$ cat src/rtl/uart_pkg.sv
// Shared UART definitions: baud generator state encoding and parameter defaults.
package uart_pkg;

    localparam int unsigned DIVISOR_WIDTH_DEFAULT = 16;
    localparam int unsigned OVERSAMPLE_DEFAULT    = 16;

    typedef enum logic [1:0] {
        BG_IDLE = 2'd0,
        BG_REQ  = 2'd1,
        BG_WAIT = 2'd2,
        BG_RUN  = 2'd3
    } baud_state_t;

endpackage

$ cat src/rtl/tick_counter.sv
// Wrapping counter 0..terminal with a registered one-cycle tick on wrap.
module tick_counter #(
    parameter int unsigned WIDTH = 16
) (
    input  logic             clk,
    input  logic             rst_n,
    input  logic             en,
    input  logic             clear,
    input  logic [WIDTH-1:0] terminal,
    output logic             tick
);

    logic [WIDTH-1:0] count;

    // Disabled or cleared: restart from zero and drop any tick in flight.
    always_ff @(posedge clk or negedge rst_n) begin
        if (!rst_n) begin
            count <= '0;
            tick  <= 1'b0;
        end else if (!en || clear) begin
            count <= '0;
            tick  <= 1'b0;
        end else if (count == terminal) begin
            count <= '0;
            tick  <= 1'b1;
        end else begin
            count <= count + 1'b1;
            tick  <= 1'b0;
        end
    end

endmodule

$ cat src/rtl/baud_gen.sv
// Baud generator: requests divisor*OVERSAMPLE from an external multiplier, then
// emits baud16/bit ticks. Optional `BAUD_GEN_RESYNC_EN adds a resync input.
module baud_gen
    import uart_pkg::*;
#(
    parameter int unsigned DIVISOR_WIDTH = DIVISOR_WIDTH_DEFAULT,
    parameter int unsigned OVERSAMPLE    = OVERSAMPLE_DEFAULT,
    localparam int unsigned PERIOD_WIDTH = DIVISOR_WIDTH + 8
) (
    input  logic                     clk,
    input  logic                     rst_n,
    input  logic [DIVISOR_WIDTH-1:0] divisor,
    input  logic                     div_wr,
`ifdef BAUD_GEN_RESYNC_EN
    input  logic                     resync,
`endif
    output logic                     mult_start,
    output logic [DIVISOR_WIDTH-1:0] mult_multiplicand,
    output logic [7:0]               mult_multiplier,
    input  logic [PERIOD_WIDTH-1:0]  mult_product,
    input  logic                     mult_busy,
    output logic                     baud16_tick,
    output logic                     bit_tick,
    output logic [PERIOD_WIDTH-1:0]  period,
    output logic                     period_valid
);

    baud_state_t              state;
    logic [DIVISOR_WIDTH-1:0] div_latch;
    logic [DIVISOR_WIDTH-1:0] next_div;
    logic                     pending;
    logic                     run_en;
    logic                     cnt_clear;
    logic [DIVISOR_WIDTH-1:0] div_term;
    logic [PERIOD_WIDTH-1:0]  bit_term;

    assign mult_multiplicand = div_latch;
    assign mult_multiplier   = 8'(OVERSAMPLE);
    assign next_div          = div_wr ? divisor : div_latch;
    assign div_term          = div_latch - 1'b1;
    assign bit_term          = period - 1'b1;

    // A divisor write in RUN silences the counters on the very edge it is sampled.
    assign run_en = (state == BG_RUN) && !div_wr;

`ifdef BAUD_GEN_RESYNC_EN
    assign cnt_clear = resync;
`else
    assign cnt_clear = 1'b0;
`endif

    always_ff @(posedge clk or negedge rst_n) begin
        if (!rst_n) begin
            state        <= BG_IDLE;
            div_latch    <= '0;
            pending      <= 1'b0;
            period       <= '0;
            period_valid <= 1'b0;
            mult_start   <= 1'b0;
        end else begin
            mult_start <= 1'b0;
            if (div_wr) div_latch <= divisor;
            case (state)
                BG_IDLE: begin
                    if (div_wr && divisor != '0) begin
                        state      <= BG_REQ;
                        mult_start <= 1'b1;
                    end
                end
                BG_REQ: begin
                    state <= BG_WAIT;
                    if (div_wr) pending <= 1'b1;
                end
                BG_WAIT: begin
                    if (!mult_busy) begin
                        pending <= 1'b0;
                        // A write since the request makes this product stale.
                        if (pending || div_wr) begin
                            if (next_div != '0) begin
                                state      <= BG_REQ;
                                mult_start <= 1'b1;
                            end else begin
                                state <= BG_IDLE;
                            end
                        end else begin
                            period       <= mult_product;
                            period_valid <= 1'b1;
                            state        <= BG_RUN;
                        end
                    end else if (div_wr) begin
                        pending <= 1'b1;
                    end
                end
                BG_RUN: begin
                    if (div_wr) begin
                        period_valid <= 1'b0;
                        if (divisor != '0) begin
                            state      <= BG_REQ;
                            mult_start <= 1'b1;
                        end else begin
                            state <= BG_IDLE;
                        end
                    end
                end
                default: state <= BG_IDLE;
            endcase
        end
    end

    tick_counter #(.WIDTH(DIVISOR_WIDTH)) u_div_cnt (
        .clk      (clk),
        .rst_n    (rst_n),
        .en       (run_en),
        .clear    (cnt_clear),
        .terminal (div_term),
        .tick     (baud16_tick)
    );

    tick_counter #(.WIDTH(PERIOD_WIDTH)) u_bit_cnt (
        .clk      (clk),
        .rst_n    (rst_n),
        .en       (run_en),
        .clear    (cnt_clear),
        .terminal (bit_term),
        .tick     (bit_tick)
    );

endmodule

$ cat config.mk
export PLATFORM = sky130hd
export DESIGN_NAME = baud_gen
export DESIGN_NICKNAME = d
export VERILOG_FILES = /design/src/rtl/uart_pkg.sv /design/src/rtl/tick_counter.sv /design/src/rtl/baud_gen.sv
export SDC_FILE = /design/constraint.sdc
export NUM_CORES = 1
export LEC_CHECK = 0
export ABC_AREA = 1
export BUFFER_PORTS_ARGS = -buffer_cell sky130_fd_sc_hd__buf_4
export CAP_MARGIN = 0
export CORE_ASPECT_RATIO = 2
export CORE_MARGIN = 2
export CORE_UTILIZATION = 48
export CTS_BUF_LIST = sky130_fd_sc_hd__clkbuf_2 sky130_fd_sc_hd__clkbuf_4 sky130_fd_sc_hd__clkbuf_8
export DETAILED_ROUTE_END_ITERATION = 6
export PLACE_DENSITY = 0.69
export RECOVER_POWER = 50
export SLEW_MARGIN = 20
export SYNTH_ARGS = -nofsm -noshare
export SYNTH_HDL_FRONTEND = slang
export SYNTH_HIERARCHICAL = 1
export SYNTH_SLANG_ARGS = --single-unit
$ cat constraint.sdc
create_clock -name clk -period 2.74 [get_ports clk]
set_input_delay 0.548 -clock clk [delete_from_list [all_inputs] [get_ports clk]]
set_output_delay 0.548 -clock clk [all_outputs]
set_load 0.01 [all_outputs]
Word level (Yosys, flattened, before mapping)
Cells that the tools add are included.
{ "word_totals": {"out_inout_bits": 52, "mem_bits_rw": 0, "latchBits": 0, "n_memories": 0, "rom_bits": 0, "wordCells": 67, "inputBits": 44, "reg_bits": 87} }
{ "op_classes": {"reduce_logical": 12, "mux": 30, "mul": 0, "shift": 0, "n_eq_ne": 9, "addsub": 4, "bitwise": 2, "div": 0, "n_lt_le_gt_ge": 0} }
{ "ops": {"columns": ["op", "count"], "rows": [
  ["16-bit two-way mux", 3],
  ["24-bit two-way mux", 2],
  ["16-bit nonzero test", 2],
  ["24-bit by 1-bit adder with 24-bit output (second input constant)", 1],
  ["24-bit == test", 1],
  ["24-bit by 1-bit subtractor with 24-bit output (second input constant)", 1],
  ["1-bit two-way mux", 17],
  ["16-bit by 1-bit adder with 16-bit output (second input constant)", 1],
  ["16-bit == test", 1],
  ["16-bit by 1-bit subtractor with 16-bit output (second input constant)", 1],
  ["2-bit two-way mux", 4],
  ["2-bit inequality test (second input constant)", 4],
  ["2-bit case mux with 4 select lines", 1],
  ["3-bit AND reduction", 2],
  ["2-bit == test (second input constant)", 2],
  ["1-bit case mux with 2 select lines", 2],
  ["4-bit AND reduction", 1],
  ["2-bit nonzero test", 2],
  ["1-bit case mux with 3 select lines", 1],
  ["2-bit by 1-bit == test with 1-bit output (second input constant)", 1],
  ["1-bit logical AND", 2],
  ["2-bit logical NOT", 1],
  ["1-bit inverter", 2],
  ["1-bit logical NOT", 1],
  ["1-bit logical OR", 1]
]} }

Longest topological paths before layout
Gate-level depths: netlist (run 1).
{ "logic_depth": {"depth_word": 6, "depth_mapped": 17, "mapped_depth_nobuf": 16} }

By module
Netlist (run 1), hierarchy kept.
{ "modules_own_cells": {"columns": ["mod", "seq_area_each_um2", "area_per_inst_um2", "cells_each", "n_inst"], "rows": [
  ["baud_gen", 1126.1, 2944.1, 360, 1],
  ["tick_counter (u_bit_cnt)", 625.6, 1949.4, 335, 1],
  ["tick_counter (u_div_cnt)", 425.4, 1182.4, 186, 1]
]} }

Least setup slack after synthesis (run 1)
OpenSTA, ideal clock, no wires.
{ "synth_timing": {"path_type": "register to register", "start": "reg period[0]", "end": "reg u_bit_cnt.count[13]", "path_buffers": 1, "arrival_ps": 2166, "path_slack_ps": 461, "path_stages_with_launch": 18, "period_less_slack_ps": 2279, "required_ps": 2627, "cell_sequence": "dfrtp_1 > inv_1 > ha_1 > nand3_1 > nor3_2 > nand2_2 > nor2_2 > xor2_1 > inv_1 > nand2_1 > nand2_1 > nor2_1 > nand2_1 > nor2_1 > nand3_2 > buf_6 > nand2_1 > inv_1"} }
{ "synth_via": {"elab_chain_cells": 4} }
{ "synth_lines": {"columns": ["element", "line", "source"], "rows": [
  ["start, declared", "baud_gen.sv:24", "output logic [PERIOD_WIDTH-1:0] period,"],
  ["start signal, assigned", "baud_gen.sv:86", "period <= mult_product;"],
  ["24-bit by 1-bit subtractor with 24-bit output", "baud_gen.sv:41", "assign bit_term = period - 1'b1;"],
  ["via bit_term[0]", "baud_gen.sv:35", "logic [PERIOD_WIDTH-1:0] bit_term;"],
  ["24-bit == test", "tick_counter.sv:23", "end else if (count == terminal) begin"],
  ["24-bit two-way mux", "tick_counter.sv:23", null],
  ["24-bit two-way mux", "tick_counter.sv:20", "end else if (!en || clear) begin"],
  ["end signal, assigned", "tick_counter.sv:27", "count <= count + 1'b1;"],
  ["end, declared", "tick_counter.sv:13", "logic [WIDTH-1:0] count;"]
]} }
The timed path passes the listed nets, and every way through them passes these cells.
A chain may end at the register's enable or synchronous reset.

Worst setup path after layout (run 1)
{ "layout_timing": {"start": "reg period[1]", "end": "reg u_bit_cnt.count[15]"} }
The elaborated chain is that of the path after synthesis.

==> impl_metrics.env, run 1 <==
export IMPL_ir_worst_vdd_uv=323
export IMPL_clk_pin_slew_ns=0.10
export IMPL_yosysMostFrequentCell="nand2_1"
export IMPL_hold_class="in2reg"
export IMPL_fillers=1232
export IMPL_leakagePower_nw=3.61
export IMPL_synth_cell_types=39
export IMPL_grt_pass1_vias=5536
export IMPL_syn_mean_instance_area_um2=6.90
export IMPL_slew_viol_final=0
export IMPL_layout_drive_gt1_share_pct=16.5
export IMPL_numCtsBuffers=9
export IMPL_antenna_found_initial=0
export IMPL_synth_top_cell_by_area="dfrtp_1"
export IMPL_cp_max_fo=12
export IMPL_wl_per_cell_um=14.8
export IMPL_cts_tree="done"
export IMPL_cpMostUsedCell="nand2_1"
export IMPL_drt_first_pass_iters=4
export IMPL_drt_iter0_drc=330
export IMPL_cpPeakStageDelay_ns=0.42
export IMPL_setup_viol=0
export IMPL_grt_ovfl_total=0
export IMPL_multi_input_area_um2=3230
export IMPL_place_congestion=0.929
export IMPL_register_area_um2=2180
export IMPL_area_growth_pct=16.1
export IMPL_cap_violations=0
export IMPL_syn_area_um2=6080
export IMPL_synth_area_leaders="dfrtp_1 36%, nand2_1 16%, nor2_1 9.9%"
export IMPL_crit_path_start_kind="flop"
export IMPL_pin_count=96
export IMPL_clockRootBuffer="clkbuf_8"
export IMPL_status="finished clean"
export IMPL_syn_inst=881
export IMPL_die_x_um=83.6
export IMPL_antenna_cells=0
export IMPL_synth_top_area_share_pct=35.8
export IMPL_rows=58
export IMPL_wl_um=16800
export IMPL_grt_start_max_net_pins=64
export IMPL_synth_ff_type="dfrtp_1"
export IMPL_post_route_util_pct=56.5
export IMPL_portBuffers=87
export IMPL_synth_edf_count=0
export IMPL_viasPerCell=4.96
export IMPL_cp_end_kind="flop"
export IMPL_slew_headroom_pct=3.34
export IMPL_finalCritPeriodShare_pct=91.3
export IMPL_final_hold_violation_count=0
export IMPL_preCtsSetupSlack_ns=0.0824
export IMPL_drc=0
export IMPL_cp_cell_sequence="inv_1 -> ha_2 -> nand3_2 -> nor3_4 -> nand2_2 -> nor2_2 -> xor2_1 -> inv_1 -> nand2_1 -> nand2_1 -> nor2_1 -> nand2_1 -> nor2_1 -> nand3_2 -> buf_4 -> nand2_1 -> inv_1"
export IMPL_hpwl_um=13200
export IMPL_start_util_pct=48.7
export IMPL_fp_coreArea_um2=12500
export IMPL_ys_seq_elements=87
export IMPL_fin_tns_setup_ns=0
export IMPL_drtAntennaViolNets=0
export IMPL_max_clock_freq_mhz=400
export IMPL_arrival_ns=2.77
export IMPL_p_per_area_nw_per_um2=633
export IMPL_synthTopCellsByCount="259 x nand2_1, 160 x nor2_1, 137 x inv_1"
export IMPL_setup_ws_ns=0.238
export IMPL_yosysSeqAreaShare_pct=35.8
export IMPL_ys_warn_count=6
export IMPL_ys_async_sr_fraction_pct=100
export IMPL_tightest_slew_ns=1.45
export IMPL_clk_latency_ns=0.37
export IMPL_grt_usage_pct=24.7
export IMPL_htree_levels=3
export IMPL_critPathKind="reg2reg"
export IMPL_die_area_um2=13600
export IMPL_vias=5630
export IMPL_cts_sinks=87
export IMPL_skew_ns=0.0150
export IMPL_die_h_um=163
export IMPL_cp_slowest_cell="dfrtp_1"
export IMPL_nNetsFinal=1032
export IMPL_fin_crit_ns=2.50
export IMPL_cp_required_ns=3.01
export IMPL_grt_pass1_wl_um=26300
export IMPL_cts_buffer_depth=2
==> state kept, by name (all words and copies together) (netlist names) <==
register	cells
period	24
u_bit_cnt/count	24
mult_multiplicand	16
u_div_cnt/count	16
state	2
mult_start	1
pending	1
period_valid	1
u_bit_cnt/tick	1
u_div_cnt/tick	1
==> through the flow <==
| step | instances | instance area [um^2] | hold WS (ns) | power [mW] |
|---|---|---|---|---|
| final | 1134 | 7050 | 0.406 | 4.47 |
| after global placement | 1117 | 6860 | 0.489 | 3.45 |
| after global routing | 1134 | 7050 | 0.400 | 4.77 |
| after floorplan | 889 | 6110 | 0.252 | 2.80 |
| after detailed placement | 1117 | 6860 | 0.491 | 3.47 |
| after CTS | 1133 | 7070 | 0.0863 | 4.48 |
==> kinds of logic (layout without fill, tap and decap cells) <==
kind of cell	after synthesis	after routing	synth area share [%]
DFF	87	87	35.8
xor gates and xnor gates	52	52	7.50
AOI/OAI and AO/OA	47	47	4.70
buffers and inverters	161	256	11.7
adders and majority gates	9	9	1.85
other	2	10	0.124
muxes	13	13	2.78
and+or+nand+nor	510	510	35.6
==> layout make-up <==
| cell class | instances | area share, % |
|---|---|---|
| Clock buffer | 12 | 2.34 |
| Clock inverter | 4 | 0.745 |
| Inverter | 143 | 7.61 |
| Multi-Input combinational cell | 641 | 45.8 |
| Sequential cell | 87 | 30.9 |
| Tap cell | 150 | 2.66 |
| Timing Repair Buffer | 97 | 10.0 |
==> worst paths after layout <==
check	start	end	slack [ns]	cells after the start
min in group asynchronous	rst_n	period[6]$_DFFE_PN0P_	0.49	1
worst max-delay path	period[1]$_DFFE_PN0P_	u_bit_cnt/count[15]$_DFF_PN0_	0.24	17
max in group asynchronous	rst_n	period_valid$_DFFE_PN0P_	0.53	2
worst min register to register	period_valid$_DFFE_PN0P_	period_valid$_DFFE_PN0P_	0.54	2
worst max register to register	period[1]$_DFFE_PN0P_	u_bit_cnt/count[15]$_DFF_PN0_	0.24	17
worst min-delay path	mult_product[10]	period[10]$_DFFE_PN0P_	0.41	2
==> metal layers <==
metal  track usage [%]  vias to the layer above  wire length, um
met1              22.9                     2581             5800
li1                  -                     2845                -
met3              4.09                       52              668
met2              49.2                      152             9410
met5                 0                        -                0
met4              14.4                        0              944
==> critical path, delay by kind of cell (launching register included) <==
family                     cells  cell delay [ns]
xor gates and xnor gates       1             0.20
buffers and inverters          4             0.39
and+or+nand+nor               11             1.18
adders and majority gates      1             0.20
DFF                            1             0.42
==> placed cells by master, fill, tap and decap left out, types with 3 or more instances in the layout <==
cell type  instances
ha_1               8
mux2_2             7
nor3_2             3
nand4_1            9
nor3_1            17
clkbuf_8          12
o21ai_0           24
buf_4             90
nor2_2             6
nand2_2            8
nor2_4             6
mux2_4             6
nor2_1           158
xnor2_1            9
nand2_1          259
nand3_1           30
nand3_2            3
inv_1            138
clkbuf_1           6
a21oi_1           18
conb_1            10
inv_2              5
dfrtp_1           87
xor2_1            43
==> repair_timing <==
action / 4_1_cts / 5_1_grt
hold endpoints to repair: 0 / 0
buffers inserted: 0 / 1
setup endpoints to repair: 0 / 25
hold buffers: 0 / 0
resized for setup: 0 / 9
==> report_power, final <==
group | total, mW | switching, mW | leakage, nW | internal, mW
Combinational | 1.70 | 0.961 | 2.38 | 0.744
Sequential | 1.76 | 0.277 | 1.12 | 1.48
Clock | 1.00 | 0.503 | 0.113 | 0.499
Note: power is estimated with default switching activity, not from simulation.
==> run 2: changes to the inputs <==
- ABC_AREA: 1 -> unset
- CORE_MARGIN: 2 -> unset
- PLACE_DENSITY: 0.69 -> 0.67
==> run 2 against run 1 <==
Effect of this change: the flow now finishes with violations (max-capacitance violations, max-slew violations, negative setup slack); combinational power increased by 9%; critical path depth fell by 6; setup slack worse by 0.78 ns.
==> impl_metrics.env, run 2 <==
export IMPL_antenna_found_initial=0
export IMPL_max_clock_freq_mhz=305
export IMPL_final_common_cell="buf_4"
export IMPL_antenna_cells=0
export IMPL_rows=53
export IMPL_intPower_mw=3.06
export IMPL_drt_iter0_drc=174
export IMPL_worstReg2RegStart="period[9]$_DFFE_PN0P_"
export IMPL_syn_area_um2=5180
export IMPL_grt_usage_pct=25.5
export IMPL_cpPeakStageDelay_ns=0.59
export IMPL_p_per_area_nw_per_um2=691
export IMPL_syn_mean_instance_area_um2=10.2
export IMPL_cts_sinks=87
export IMPL_pin_count=96
export IMPL_r2r_end="u_bit_cnt/count[9]$_DFF_PN0_"
export IMPL_rr_worst_depth=11
export IMPL_crit_cells=11
export IMPL_hold_class="in2reg"
export IMPL_p_seq_share_pct=36.0
export IMPL_cp_slowest_cell="or4b_4"
export IMPL_clk_pin_slew_ns=0.08
export IMPL_largestRegisters="period: 24 flops, u_bit_cnt/count: 24 flops"
export IMPL_drc=0
export IMPL_arrival_ns=3.53
export IMPL_dp_cells=763
export IMPL_clk_latency_ns=0.36
export IMPL_drt_first_pass_iters=6
export IMPL_drtAntennaViolNets=0
export IMPL_hpwl_um=10300
export IMPL_status="complete, but fails checks"
export IMPL_cpMostUsedCell="xor2_1"
export IMPL_r2r_setup_slack_ns=-0.54
export IMPL_final_hold_violation_count=0
export IMPL_nNetsFinal=692
export IMPL_cp_required_ns=2.99
export IMPL_ys_async_sr_fraction_pct=100
export IMPL_synth_top_cell_by_area="dfrtp_1"
export IMPL_ys_seq_elements=87
export IMPL_preCtsSetupSlack_ns=-0.549
export IMPL_grt_ovfl_total=0
export IMPL_cts_buffer_depth=2
export IMPL_violations="max-capacitance violations, max-slew violations, negative setup slack"
export IMPL_skew_ns=0.00786
export IMPL_wl_per_cell_um=17.0
export IMPL_grt_pass1_vias=4485
export IMPL_portBuffers=87
export IMPL_grt_start_max_net_pins=35
export IMPL_cp_max_fo=15
export IMPL_final_cell_mix="126 x buf_4, 83 x dfrtp_1, 53 x xor2_1, 53 x xnor2_1, 44 x nor2_1"
export IMPL_die_area_um2=11200
export IMPL_syn_inst=507
export IMPL_area_growth_pct=29.9
export IMPL_cap_violations=1
export IMPL_finalCritPeriodShare_pct=120
export IMPL_htree_levels=3
export IMPL_startpoint="period[9]$_DFFE_PN0P_"
export IMPL_ir_worst_vdd_uv=551
export IMPL_grt_pass1_wl_um=21000
export IMPL_vias=4204
export IMPL_post_route_util_pct=64.2
export IMPL_crit_path_end="u_bit_cnt/count[9]$_DFF_PN0_"
export IMPL_synth_top_area_share_pct=42.0
export IMPL_tightest_slew_ns=1.95
export IMPL_die_h_um=149
export IMPL_rsz0062_at_grt="true"
export IMPL_p_sw_mw=1.59
export IMPL_yosysMostFrequentCell="dfrtp_1"
export IMPL_clockRootBuffer="clkbuf_8"
export IMPL_combPwrFrac_pct=39.9
export IMPL_place_congestion=0.831
export IMPL_cp_end_kind="flop"
export IMPL_synth_cell_types=48
export IMPL_yosysSeqAreaShare_pct=42.0
export IMPL_wl_um=13300
export IMPL_cp_cell_sequence="nor4_4 -> or3b_4 -> or4b_4 -> nor3_2 -> xor2_1 -> xor2_1 -> nor4_1 -> nand4_1 -> o21ai_4 -> buf_12 -> nor2_1"
export IMPL_fin_cells=781
export IMPL_slew_viol_final=35
export IMPL_crit_path_start_kind="flop"
export IMPL_viasPerCell=5.38
export IMPL_fp_coreArea_um2=10500
export IMPL_setup_ws_ns=-0.539
export IMPL_numCtsBuffers=9
export IMPL_cts_tree="done"
export IMPL_critPathKind="reg2reg"
export IMPL_fin_crit_ns=3.28
export IMPL_clock_power_share_pct=24.1
export IMPL_slew_headroom_pct=-29.8
export IMPL_setup_viol=42
export IMPL_die_x_um=75.4
export IMPL_path_buf_inv=1
export IMPL_ys_warn_count=6
export IMPL_layout_drive_gt1_share_pct=37.1
export IMPL_synthTopCellsByCount="87 x dfrtp_1, 55 x xor2_1, 54 x xnor2_1"
export IMPL_synth_edf_count=0
export IMPL_crit_family="simple AND/OR/NAND/NOR gates"
export IMPL_synth_area_leaders="dfrtp_1 42%, xor2_1 9.3%, xnor2_1 9.1%"
export IMPL_leakagePower_nw=3.04
export IMPL_synth_ff_type="dfrtp_1"
export IMPL_power_switching_share_pct=34.1
export IMPL_start_util_pct=49.4
[run 2: cell count changes after synthesis, sizes merged, moves of 18 or more]
cell,before,now
nor4,1,25
inv,143,17
xnor2,9,54
nand2,269,31
o21ai,26,8
nor2,170,48
mux2,13,37
nand3,33,15
[run 2: cell families after synthesis]
group                    after synthesis  synth area share [%]
buffers and inverters                 40                  4.01
multiplexers                          37                  8.05
AO/OA/AOI/OAI                         23                  3.02
flip-flops                            87                  42.0
AND/OR/NAND/NOR                      200                  22.1
other                                  2                 0.145
XOR/XNOR                             109                  18.4
adder cells (fa/ha/maj)                9                  2.18
[run 2: through the flow]
| stage | total power [mW] | setup TNS [ns] | area [um^2] | hold WS (ns) |
|---|---|---|---|---|
| 2_1_floorplan | 2.65 | -8.25 | 5300 | 0.252 |
| 3_3_place_gp | 3.46 | -11.26 | 6340 | 0.521 |
| 3_5_place_dp | 3.50 | -14.77 | 6340 | 0.530 |
| 4_1_cts | 4.67 | -13.98 | 6690 | 0.125 |
| 5_1_grt | 4.91 | -17.80 | 6730 | 0.396 |
| 6_report | 4.65 | -14.33 | 6730 | 0.394 |
[run 2: cell type report]
cell class / count / area [um^2]
multi-input cells: 388 / 3020
clock inverters: 5 / 104
repair buffers: 136 / 1030
well taps: 137 / 171
inverters: 17 / 63.8
fillers: 917 / 3750
flip-flops and latches: 87 / 2180
clock buffers: 11 / 151
[run 2: how the worst min path moves through the flow]
stage | start | slack [ns] | depth (start not counted) | to
finish | mult_product[1] | 0.39 | 3 | period[1]$_DFFE_PN0P_
global route | mult_product[18] | 0.40 | 2 | period[18]$_DFFE_PN0P_
CTS | rst_n | 0.13 | 1 | period_valid$_DFFE_PN0P_
detailed placement | rst_n | 0.53 | 1 | mult_multiplicand[8]$_DFF_PN0_
global placement | u_bit_cnt/count[0]$_DFF_PN0_ | 0.52 | 1 | u_bit_cnt/count[0]$_DFF_PN0_
floorplan | rst_n | 0.25 | 0 | mult_multiplicand[0]$_DFF_PN0_
[run 2: worst min-delay path: cells and delay by family]
kind            cells  cell delay (ns)
simple gates        1             0.03
buf+inv             1             0.08
compound gates      1             0.06
[run 2: what timing repair did]
action,4_1_cts,5_1_grt
hold endpoints to repair,0,0
hold buffers,0,0
setup endpoints to repair,42,42
cloned,1,0
pin swaps,8,9
resized for setup,17,8
buffers inserted,2,0
[run 2: power by group through the flow]
stage / clock network (mW) / registers [mW] / logic, mW
2_1_floorplan: 0 / 1.79 / 0.865
6_report: 1.12 / 1.68 / 1.85
3_3_place_gp: 0 / 1.69 / 1.77
3_5_place_dp: 0 / 1.70 / 1.80
5_1_grt: 1.20 / 1.71 / 2.00
4_1_cts: 1.15 / 1.67 / 1.85
[run 2: metal layers]
| metal | share of wire (%) | GRT usage (%) |
|---|---|---|
| met1 | 33 | 23.2 |
| met2 | 59 | 47.8 |
| met3 | 3.2 | 3.99 |
| met4 | 5.7 | 18.0 |
| met5 | 0 | 0 |
